--- src/rtl/ddc_tone_sched.sv ---
// Staging-table scheduler: loads N_CH DDC phase configs, then issues one broadcast resync.
// Define DDC_SCHED_READBACK_EN to add the registered table readback port.
module ddc_tone_sched #(
   parameter int N_CH   = 4,
   parameter int CH_W   = 2,
   parameter int SETTLE = 8,
   parameter int FLUSH  = 16
) (
   input  logic            clk,
   input  logic            rst_n,
   input  logic            wr_en,
   input  logic [CH_W-1:0] wr_addr,
   input  logic [19:0]     wr_pinc,
   input  logic [19:0]     wr_poff,
   output logic            wr_err,
   input  logic            commit,
   output logic            busy,
   output logic            done,
   output logic            data_ok,
   output logic [19:0]     cfg_pinc,
   output logic [19:0]     cfg_poff,
   output logic [N_CH-1:0] cfg_valid,
   output logic            resync
`ifdef DDC_SCHED_READBACK_EN
   ,
   input  logic [CH_W-1:0] rd_addr,
   output logic [19:0]     rd_pinc,
   output logic [19:0]     rd_poff
`endif
);

   localparam int CNT_MAX = (SETTLE > FLUSH) ? SETTLE : FLUSH;
   localparam int CNT_W   = (CNT_MAX > 1) ? $clog2(CNT_MAX) : 1;
   localparam logic [CH_W-1:0] LAST_CH = CH_W'(N_CH - 1);

   typedef enum logic [2:0] {S_IDLE, S_LOAD, S_SETTLE, S_SYNC, S_FLUSH} state_t;

   state_t           state, state_nxt;
   logic [CH_W-1:0]  ch, ch_nxt, ld_idx;
   logic [CNT_W-1:0] cnt, cnt_nxt;
   logic [19:0]      tbl_pinc [N_CH];
   logic [19:0]      tbl_poff [N_CH];
   logic             wr_ok;
   logic [19:0]      ld_pinc, ld_poff, pinc_nxt, poff_nxt;
   logic [N_CH-1:0]  valid_nxt;
   logic             resync_nxt, done_nxt, busy_nxt, ok_nxt, wr_err_nxt;

   assign wr_ok      = wr_en && (state == S_IDLE) && (32'(wr_addr) < N_CH);
   assign wr_err_nxt = wr_en && !wr_ok;

   // A write landing on the same edge as the commit must be seen by the first load.
   assign ld_idx  = (state == S_IDLE || ch == LAST_CH) ? '0 : ch + 1'b1;
   assign ld_pinc = (wr_ok && wr_addr == ld_idx) ? wr_pinc : tbl_pinc[ld_idx];
   assign ld_poff = (wr_ok && wr_addr == ld_idx) ? wr_poff : tbl_poff[ld_idx];

   always_comb begin
      state_nxt  = state;
      ch_nxt     = ch;
      cnt_nxt    = cnt;
      valid_nxt  = '0;
      pinc_nxt   = cfg_pinc;
      poff_nxt   = cfg_poff;
      resync_nxt = 1'b0;
      done_nxt   = 1'b0;
      busy_nxt   = busy;
      ok_nxt     = data_ok;
      unique case (state)
         S_IDLE: begin
            if (commit) begin
               state_nxt = S_LOAD;
               ch_nxt    = '0;
               valid_nxt = N_CH'(1);
               pinc_nxt  = ld_pinc;
               poff_nxt  = ld_poff;
               busy_nxt  = 1'b1;
               ok_nxt    = 1'b0;
            end
         end
         S_LOAD: begin
            if (ch == LAST_CH) begin
               state_nxt = S_SETTLE;
               cnt_nxt   = '0;
            end else begin
               ch_nxt    = ld_idx;
               valid_nxt = N_CH'(1) << ld_idx;
               pinc_nxt  = ld_pinc;
               poff_nxt  = ld_poff;
            end
         end
         S_SETTLE: begin
            if (cnt == CNT_W'(SETTLE - 1)) begin
               state_nxt  = S_SYNC;
               resync_nxt = 1'b1;
            end else begin
               cnt_nxt = cnt + 1'b1;
            end
         end
         S_SYNC: begin
            state_nxt = S_FLUSH;
            cnt_nxt   = '0;
         end
         S_FLUSH: begin
            // Returning to IDLE here makes the done cycle able to accept a new commit.
            if (cnt == CNT_W'(FLUSH - 1)) begin
               state_nxt = S_IDLE;
               done_nxt  = 1'b1;
               busy_nxt  = 1'b0;
               ok_nxt    = 1'b1;
            end else begin
               cnt_nxt = cnt + 1'b1;
            end
         end
         default: state_nxt = S_IDLE;
      endcase
   end

   always_ff @(posedge clk or negedge rst_n) begin
      if (!rst_n) begin
         state     <= S_IDLE;
         ch        <= '0;
         cnt       <= '0;
         cfg_valid <= '0;
         cfg_pinc  <= '0;
         cfg_poff  <= '0;
         resync    <= 1'b0;
         done      <= 1'b0;
         busy      <= 1'b0;
         data_ok   <= 1'b0;
         wr_err    <= 1'b0;
      end else begin
         state     <= state_nxt;
         ch        <= ch_nxt;
         cnt       <= cnt_nxt;
         cfg_valid <= valid_nxt;
         cfg_pinc  <= pinc_nxt;
         cfg_poff  <= poff_nxt;
         resync    <= resync_nxt;
         done      <= done_nxt;
         busy      <= busy_nxt;
         data_ok   <= ok_nxt;
         wr_err    <= wr_err_nxt;
      end
   end

   always_ff @(posedge clk or negedge rst_n) begin
      if (!rst_n) begin
         for (int i = 0; i < N_CH; i++) begin
            tbl_pinc[i] <= '0;
            tbl_poff[i] <= '0;
         end
      end else if (wr_ok) begin
         tbl_pinc[wr_addr] <= wr_pinc;
         tbl_poff[wr_addr] <= wr_poff;
      end
   end

`ifdef DDC_SCHED_READBACK_EN
   always_ff @(posedge clk or negedge rst_n) begin
      if (!rst_n) begin
         rd_pinc <= '0;
         rd_poff <= '0;
      end else if (32'(rd_addr) < N_CH) begin
         rd_pinc <= tbl_pinc[rd_addr];
         rd_poff <= tbl_poff[rd_addr];
      end else begin
         rd_pinc <= '0;
         rd_poff <= '0;
      end
   end
`endif

endmodule

--- config.mk ---
export PLATFORM = sky130hd
export DESIGN_NAME = ddc_tone_sched
export DESIGN_NICKNAME = d
export VERILOG_FILES = /design/src/rtl/ddc_tone_sched.sv
export SDC_FILE = /design/constraint.sdc
export NUM_CORES = 1
export LEC_CHECK = 0
export BUFFER_PORTS_ARGS = -buffer_cell sky130_fd_sc_hd__buf_2
export CAP_MARGIN = 20
export CORE_MARGIN = 10
export CORE_UTILIZATION = 55
export CTS_CLUSTER_DIAMETER = 50
export CTS_CLUSTER_SIZE = 12
export DETAILED_ROUTE_END_ITERATION = 8
export PLACE_DENSITY = 0.85
export SKIP_CTS_REPAIR_TIMING = 1
export SYNTH_ARGS = -nofsm -noshare
export SYNTH_HDL_FRONTEND = slang
export SYNTH_SLANG_ARGS = --single-unit
--- constraint.sdc ---
create_clock -name clk -period 2.19 [get_ports clk]
set_input_delay 0.438 -clock clk [delete_from_list [all_inputs] [get_ports clk]]
set_output_delay 0.438 -clock clk [all_outputs]
set_load 0.05 [all_outputs]
==> key figures, run 1 <==
Place
  • Post-DP HPWL: 14000 um
  • Gpl congestion: 0.822
  • Port-buffer cells: 94
  • Post-placement worst setup slack: 0.00664 ns

Timing
  • Hold Fails Final Rpt: 0
  • Final setup violation count: 0
  • Worst hold slack: 0.191 ns
  • RSZ-0062 raised after global routing: false
  • Skew final: 0.0253 ns
  • Period utilization: 91.0%
  • Max-slew violation count: 0
  • FMAX: 502 MHz
  • Setup TNS: 0 ns
  • Max-slew headroom: 60.2%
  • Post-route minimum period: 1.99 ns
  • Worst-Margin Slew: 0.591 ns
  • Final setup margin: 0.198 ns

Finish
  • Reg area: 0.00546 mm2
  • Most common cell after layout, fill and taps aside: dfrtp_1
  • Nets@finish: 928
  • Multi-input logic area: 0.00376 mm2
  • Highest-count cells in the layout ignoring fill and taps: 217 x dfrtp_1, 158 x mux2_2, 93 x buf_2
  • Finished Core Util: 66.1%
  • Layout cells sized above 1: 36.6%
  • Synthesis-to-layout area growth: 17.1%
  • Fillers: 1239

Critical path
  • Worst path slowest cell: or3b_2
  • Crit path DAT: 2.42 ns
  • Reg2reg start: cnt[0]
  • Crit path launch type: flip-flop
  • Worst Path Required: 2.62 ns
  • Largest stage delay on the critical path: 0.45 ns
  • Critical path endpoint category: flip-flop
  • Crit path kind: flip-flop to flip-flop
  • R2R setup slack: 0.20 ns
  • Worst setup path start: cnt[0]
  • Critical Path, Cell by Cell: ha_1 > and3b_1 > or3b_2 > a21oi_2 > mux2i_1
  • Critical path peak fanout: 6

CTS
  • CTS clk-pin slew, worst paths: 0.06 ns
  • H-tree depth: 1
  • Clock buffer depth: 3
  • Root Buffer Master: clkbuf_16
  • CTS tree: done
  • Clk Latency, worst-skew pair: 0.52 ns
  • Clock tree sinks: 218
  • Total CTS buffers: 23

Synth
  • Distinct cells, synth: 44
  • Mapped Nets: 834
  • Mux share of post-synthesis cell area: 19.3%
  • Post-Synthesis Cell Area: 0.00943 mm2
  • Post-synth EDFFs: 0
  • Cells after Synth: 786
  • Main combinational cell family by area after synthesis: multiplexers
  • Post-synthesis xor/xnor area fraction: 0.186%
  • Synth Area in Compound Gates: 11.9%
  • Area share of fa/ha/maj cells after synthesis: 0.265%
  • Yosys warnings: 0
  • Top FF cell, synth: dfrtp_1
  • Post-Synth Simple-Gate Area: 7.74%
  • Synth Area per Inst: 12.0 um2
  • Sequential area share after synthesis: 57.9%
  • #FFs+latches synth: 218
  • Post-synth ARST share: 100%

Worst hold path
  • Hold wc startpoint: commit
  • Worst Hold Class: input port to flip-flop

Die
  • I/O pin count: 95
  • Rows: 47
  • Starting Density: 56.4%
  • Core area: 0.0167 mm2
  • Die height: 151 um
  • Die area: 0.0228 mm2
  • DIE WIDTH: 151 um

Drt
  • Antenna Nets Post-Route: 0
  • TritonRoute pass-1 iters: 5
  • Total Routed Length: 22800 um
  • Vias per cell: 6.05
  • WL/cell: 20.6 um
  • DR iter-0 viols: 394
  • Via Count: 6704
  • DRC viols: 0

Flow run
  • Max-Cap Viols: 0

Global route
  • Total track usage: 20.1%
  • Initial antenna violation count: 4
  • Largest net degree at the start of global routing: 87
  • Vias in the first global route: 7018
  • GRT overflow: 0
  • Global-route wire length before repair: 37100 um

Power
  • Cell leakage power: 0.00489 uW
  • Tot Pwr: 19900 uW
  • VDD IR-drop max: 0.00125 V
  • P per Cell Area: 1800 mW/mm2

Status
  • Outcome: complete, no violations
through the flow:
| step | instances | instance area [um2] |
|---|---|---|
| after floorplan | 786 | 9430 |
| after global placement | 1072 | 10300 |
| after detailed placement | 1072 | 10300 |
| after CTS | 1104 | 11000 |
| after global routing | 1109 | 11000 |
| final | 1109 | 11000 |
report_power, final:
group | internal (uW) | leakage (uW) | switching [uW]
clock | 2050 | 0.000319 | 1490
sequential | 6010 | 0.00268 | 1060
combinational | 3630 | 0.00189 | 5630
total | 11700 | 0.00489 | 8180
flip-flops by register name, summed over array words and instances, names as in the netlist, 2 cells and up:
name / count
cfg_pinc: 20
cnt: 4
tbl_pinc: 80
cfg_poff: 20
state: 3
cfg_valid: 4
tbl_poff: 80
ch: 2
metal layers:
layer | track usage [%] | part of all wire [%] | up-vias
met1 | 25.7 | 42 | 3403
met2 | 32.9 | 50 | 212
met3 | 3.52 | 5.6 | 56
met4 | 8.57 | 3.0 | 4
li1 | - | - | 3029
met5 | 0 | 0.11 | -
final timing paths:
| check | endpoint | cells past startpoint |
|---|---|---|
| worst min-delay path | busy | 3 |
| min in group asynchronous | state[2] | 2 |
| worst max-delay path | cnt[0] | 5 |
| max in group asynchronous | cfg_pinc[0] | 3 |
| worst max register to register | cnt[0] | 5 |
| worst min register to register | data_ok | 1 |
cells in the mapped netlist, types with 3 or more instances:
| master | n | area (um2) |
|---|---|---|
| nor2b_1 | 4 | 25.0 |
| buf_1 | 4 | 15.0 |
| nand3b_1 | 3 | 22.5 |
| mux2_2 | 158 | 1780 |
| clkbuf_1 | 35 | 131 |
| nand2b_1 | 3 | 18.8 |
| dfrtp_1 | 218 | 5460 |
| nand2_1 | 90 | 338 |
| nor2_1 | 45 | 169 |
| o22ai_1 | 40 | 250 |
| buf_2 | 16 | 80.1 |
| and3_1 | 3 | 18.8 |
| a31oi_1 | 40 | 250 |
| o21ai_0 | 46 | 230 |
| a22oi_1 | 40 | 300 |
| buf_4 | 4 | 30.0 |
critical path: cells and delay by family, from the launching register on:
| family | cells | cell delay [ns] |
|---|---|---|
| AO/OA/AOI/OAI | 1 | 0.33 |
| adder cells (fa/ha/maj) | 1 | 0.25 |
| flip-flops | 1 | 0.40 |
| multiplexers | 1 | 0.27 |
| AND/OR/NAND/NOR | 2 | 0.65 |
cells by family (layout without fill, tap and decap cells):
kind of cell    count (synthesis)  in the layout
simple gates                  165            165
fa+ha+maj                       2              2
flops                         218            218
other cells                     0              2
xor+xnor                        2              2
buf+inv                        60            161
mux                           162            162
compound gates                177            177
final cells by class:
| class | count | share of cell area [%] |
|---|---|---|
| Antenna cell | 2 | 0.0453 |
| Clock buffer | 28 | 5.48 |
| Clock inverter | 4 | 0.499 |
| Inverter | 1 | 0.0340 |
| Multi-Input combinational cell | 508 | 34.0 |
| Sequential cell | 218 | 49.4 |
| Tap cell | 220 | 2.49 |
| Timing Repair Buffer | 128 | 7.97 |
Note: power is estimated with default switching activity, not from simulation.
==> inputs of run 2 (changes only) <==
Clock period 2.19 ns to 2.11 ns, I/O delays scaled along.
==> run 2 against run 1 <==
Compared with the run above: fmax is 2.2% lower; count of clock-buffer cells in the layout up 2; design area is 1.5% higher; sequential share of layout area down 0.71 points; die area did not move; sequential power grew 4.1%; register-to-register slack lost 0.12 ns; sequential cell count stayed put; utilization rose by 0.96 points; non-clock buffer count up 3; critical path type unchanged; highest routed layer unchanged.
==> key figures, run 2 (same netlist as run 1, synthesis figures left out) <==
Global route
  • Largest net degree at the start of global routing: 87
  • Initial antenna violation count: 3
  • Vias in the first global route: 7326
  • Total track usage: 20.9%
  • Global-route wire length before repair: 38700 um
  • GRT overflow: 0

Worst hold path
  • Hold wc startpoint: commit
  • Worst Hold Class: input port to flip-flop
  • Hold Path Depth: 3

Drt
  • Routed wire length on met3: 1500 um
  • WL/cell: 21.2 um
  • DRC viols: 0
  • DR iter-0 viols: 496
  • Total Routed Length: 23600 um
  • Metal-1 WL: 9500 um
  • WL met2: 12000 um
  • DR top layer: met5
  • Antenna Nets Post-Route: 0
  • TritonRoute pass-1 iters: 5
  • Via Count: 6863
  • Vias per cell: 6.16

Die
  • I/O pin count: 95
  • Die area: 0.0228 mm2
  • Rows: 47
  • DIE WIDTH: 151 um
  • Starting Density: 56.4%
  • Die height: 151 um
  • Core area: 0.0167 mm2

Timing
  • Max-slew violation count: 0
  • Worst hold slack: 0.169 ns
  • Final setup margin: 0.0729 ns
  • Period utilization: 96.5%
  • Skew final: 0.0173 ns
  • Post-route minimum period: 2.04 ns
  • FMAX: 491 MHz
  • Hold Fails Final Rpt: 0
  • Final setup violation count: 0
  • RSZ-0062 raised after global routing: true
  • Setup TNS: 0 ns
  • Max-slew headroom: 57.9%
  • Worst-Margin Slew: 0.632 ns

Critical path
  • Critical path endpoint category: flip-flop
  • Worst path slowest cell: dfrtp_1
  • CP dominant cell by count: buf_6
  • Crit path DAT: 2.45 ns
  • R2r worst-path depth: 8
  • Largest stage delay on the critical path: 0.35 ns
  • WP depth: 8
  • Reg2reg start: ch[1]
  • Cell family with most CP delay: buffers and inverters
  • Crit path kind: flip-flop to flip-flop
  • Crit path buffers/inverters: 3
  • Worst Path Required: 2.53 ns
  • Crit path launch type: flip-flop
  • Worst setup path start: ch[1]
  • Critical Path, Cell by Cell: ha_2 > buf_6 > nor2b_1 > buf_4 > o2111ai_4 > buf_6 > o22ai_1 > a31oi_1
  • Critical path peak fanout: 27

CTS
  • Clk Latency, worst-skew pair: 0.52 ns
  • Clock buffer depth: 3
  • CTS tree: done
  • Root Buffer Master: clkbuf_16
  • Total CTS buffers: 24
  • CTS clk-pin slew, worst paths: 0.06 ns
  • Clock tree sinks: 218
  • H-tree depth: 1

Finish
  • Layout cells sized above 1: 37.2%
  • Highest-count cells in the layout ignoring fill and taps: 217 x dfrtp_1, 158 x mux2_2, 93 x buf_2
  • Synthesis-to-layout area growth: 18.8%
  • Most common cell after layout, fill and taps aside: dfrtp_1
  • Final non-filler cell total: 1115
  • Biggest regs: tbl_pinc x80, tbl_poff x80
  • Nets@finish: 932

Power
  • P per Cell Area: 1920 mW/mm2
  • Cell leakage power: 0.00498 uW
  • VDD IR-drop max: 0.00123 V

Place
  • Gpl congestion: 0.826
  • Placed insts: 1074
  • Post-placement worst setup slack: -0.0884 ns
  • Port-buffer cells: 94
  • Post-DP HPWL: 14300 um

Status
  • Outcome: complete, no violations

Flow run
  • Max-Cap Viols: 0
## run 2: cell type report
| class | instances | area (um2) |
|---|---|---|
| repair buffers | 131 | 901 |
| flip-flops and latches | 218 | 5460 |
| clock buffers | 30 | 653 |
| inverters | 1 | 3.75 |
| multi-input cells | 508 | 3760 |
| well taps | 220 | 275 |
| clock inverters | 6 | 148 |
| diodes | 1 | 2.50 |
| fillers | 1190 | 5500 |
## run 2: tightest hold or removal path, stage by stage
cell     delay [ns]
buf_2          0.10
nand2_1        0.06
nand2_1        0.05
## run 2: path summary, 6_finish.rpt
path	endpoint	slack (ns)
worst max register to register	cfg_pinc[9]	0.07
worst max-delay path	cfg_pinc[9]	0.07
max in group asynchronous	tbl_poff[46]	1.00
min in group asynchronous	tbl_pinc[23]	0.41
worst min register to register	tbl_poff[44]	0.49
worst min-delay path	busy	0.17
## run 2: power by group
part | internal, uW | switching, uW | leakage, uW
Clock | 2660 | 1640 | 0.000390
Combinational | 3890 | 5970 | 0.00191
Sequential | 6240 | 1110 | 0.00268
## run 2: routing by layer
layer | global-route usage [%] | up-vias
met5 | 0 | -
met1 | 26.0 | 3503
met4 | 6.93 | 4
met2 | 36.1 | 252
met3 | 3.55 | 51
li1 | - | 3053
## run 2: through the flow
stage	utilization (%)	instance area [um2]	power, uW
floorplan	-	9430	13900
global route	67.0	11200	22800
global placement	61.9	10300	16500
CTS	66.7	11100	21400
finish	67.0	11200	21500
detailed placement	61.9	10300	17000
==> inputs of run 3 (changes only) <==
Clock period 2.11 ns to 2.3 ns, I/O delays scaled along.
==> run 3 against run 2 <==
Compared with the run above: register-to-register slack got worse by 0.02 ns; fmax fell by 9.3%; global-route usage is 0.30 points lower; clock power fell by 15%; routed wire length increased by 1.6%; die area stayed put; largest power group unchanged.
==> key figures, run 3 (same netlist as run 1, synthesis figures left out) <==
CTS
  • Clock buffer depth: 3
  • CTS clk-pin slew, worst paths: 0.06 ns
  • H-tree depth: 1
  • Root Buffer Master: clkbuf_16
  • Clock tree sinks: 218
  • Clk Latency, worst-skew pair: 0.51 ns
  • Total CTS buffers: 24
  • CTS tree: done

Die
  • Core area: 0.0167 mm2
  • Die height: 151 um
  • Die area: 0.0228 mm2
  • DIE WIDTH: 151 um
  • Rows: 47
  • I/O pin count: 95
  • Starting Density: 56.4%

Timing
  • FMAX: 445 MHz
  • Worst hold slack: 0.207 ns
  • Max-slew headroom: 52.4%
  • Worst-Margin Slew: 0.710 ns
  • Setup TNS: 0 ns
  • Post-route minimum period: 2.25 ns
  • Skew final: 0.00904 ns
  • Hold Fails Final Rpt: 0
  • Max-slew violation count: 0
  • Final setup violation count: 0
  • RSZ-0062 raised after global routing: true
  • Period utilization: 97.7%

Critical path
  • Cell family with most CP delay: simple AND/OR/NAND/NOR gates
  • Worst path slowest cell: nor2_4
  • Critical path endpoint category: flip-flop
  • Crit path launch type: flip-flop
  • Critical Path, Cell by Cell: ha_2 > buf_4 > nor2b_1 > o21ai_1 > nor2_4 > a31oi_1
  • Largest stage delay on the critical path: 0.61 ns
  • Worst Path Required: 2.64 ns
  • Crit path DAT: 2.59 ns
  • Critical path peak fanout: 20
  • Crit path buffers/inverters: 1
  • Crit path kind: flip-flop to flip-flop

Finish
  • Most common cell after layout, fill and taps aside: dfrtp_1
  • Highest-count cells in the layout ignoring fill and taps: 217 x dfrtp_1, 158 x mux2_2, 93 x buf_2
  • Layout cells sized above 1: 37.3%
  • Nets@finish: 932
  • Synthesis-to-layout area growth: 17.5%
  • Biggest regs: tbl_pinc x80, tbl_poff x80

Worst hold path
  • Worst Hold Class: input port to flip-flop

Flow run
  • Max-Cap Viols: 0

Drt
  • Antenna Nets Post-Route: 0
  • TritonRoute pass-1 iters: 5
  • WL/cell: 21.5 um
  • Via Count: 6917
  • DRC viols: 0
  • Total Routed Length: 24000 um
  • Vias per cell: 6.20
  • DR iter-0 viols: 367

Global route
  • Largest net degree at the start of global routing: 71
  • Initial antenna violation count: 4
  • Global-route wire length before repair: 38000 um
  • Total track usage: 20.6%
  • GRT overflow: 0
  • Vias in the first global route: 7168

Place
  • Post-DP HPWL: 14600 um
  • Port-buffer cells: 94
  • Gpl congestion: 0.800

Status
  • Outcome: complete, no violations

Power
  • P per Cell Area: 1740 mW/mm2
  • Cell leakage power: 0.00493 uW
  • VDD IR-drop max: 0.00108 V
==> run 3: metal layers <==
metal | wire length (um) | track usage (%)
met1 | 9660 | 24.9
met4 | 768 | 7.60
met2 | 12100 | 36.1
met5 | 22 | 0
met3 | 1420 | 3.52
==> run 3: final cells by class <==
cell class / count / area, um2
Timing Repair Buffer: 129 / 816
Tap cell: 220 / 275
Antenna cell: 3 / 7.51
Fill cell: 1208 / 5620
Inverter: 1 / 3.75
Clock buffer: 27 / 643
Clock inverter: 7 / 95.1
Sequential cell: 218 / 5460
Multi-Input combinational cell: 510 / 3780
==> run 3: worst paths after layout <==
kind / from / to / slack, ns / depth (start not counted)
worst min-delay path: commit / busy / 0.21 / 3
worst max register to register: ch[0] / cfg_pinc[5] / 0.05 / 6
max in group asynchronous: rst_n / tbl_poff[67] / 1.05 / 3
worst min register to register: data_ok / data_ok / 0.49 / 1
min in group asynchronous: rst_n / tbl_pinc[24] / 0.49 / 2
worst max-delay path: ch[0] / cfg_pinc[5] / 0.05 / 6
==> run 3: where the power goes <==
| part | internal, uW | leakage (uW) | switching, uW |
|---|---|---|---|
| Clock | 2200 | 0.000361 | 1470 |
| Sequential | 5720 | 0.00268 | 1040 |
| Combinational | 3350 | 0.00188 | 5520 |
==> run 3: stage by stage <==
| stage | std cells | util, % | instance area [um2] | setup WS [ns] | total power [uW] |
|---|---|---|---|---|---|
| final | 1115 | 66.3 | 11100 | 0.0531 | 19300 |
| after global routing | 1114 | 66.3 | 11100 | 0.00952 | 20400 |
| after CTS | 1108 | 66.0 | 11000 | -0.349 | 19200 |
| after detailed placement | 1074 | 61.6 | 10300 | -0.287 | 15500 |
| after global placement | 1074 | 61.6 | 10300 | -0.169 | 15000 |
| after floorplan | 786 | - | 9430 | 0.524 | 12700 |
==> run 3: worst min-delay path: stages <==
cell     delay [ns]
buf_2          0.11
nand2_1        0.06
nand2_1        0.06
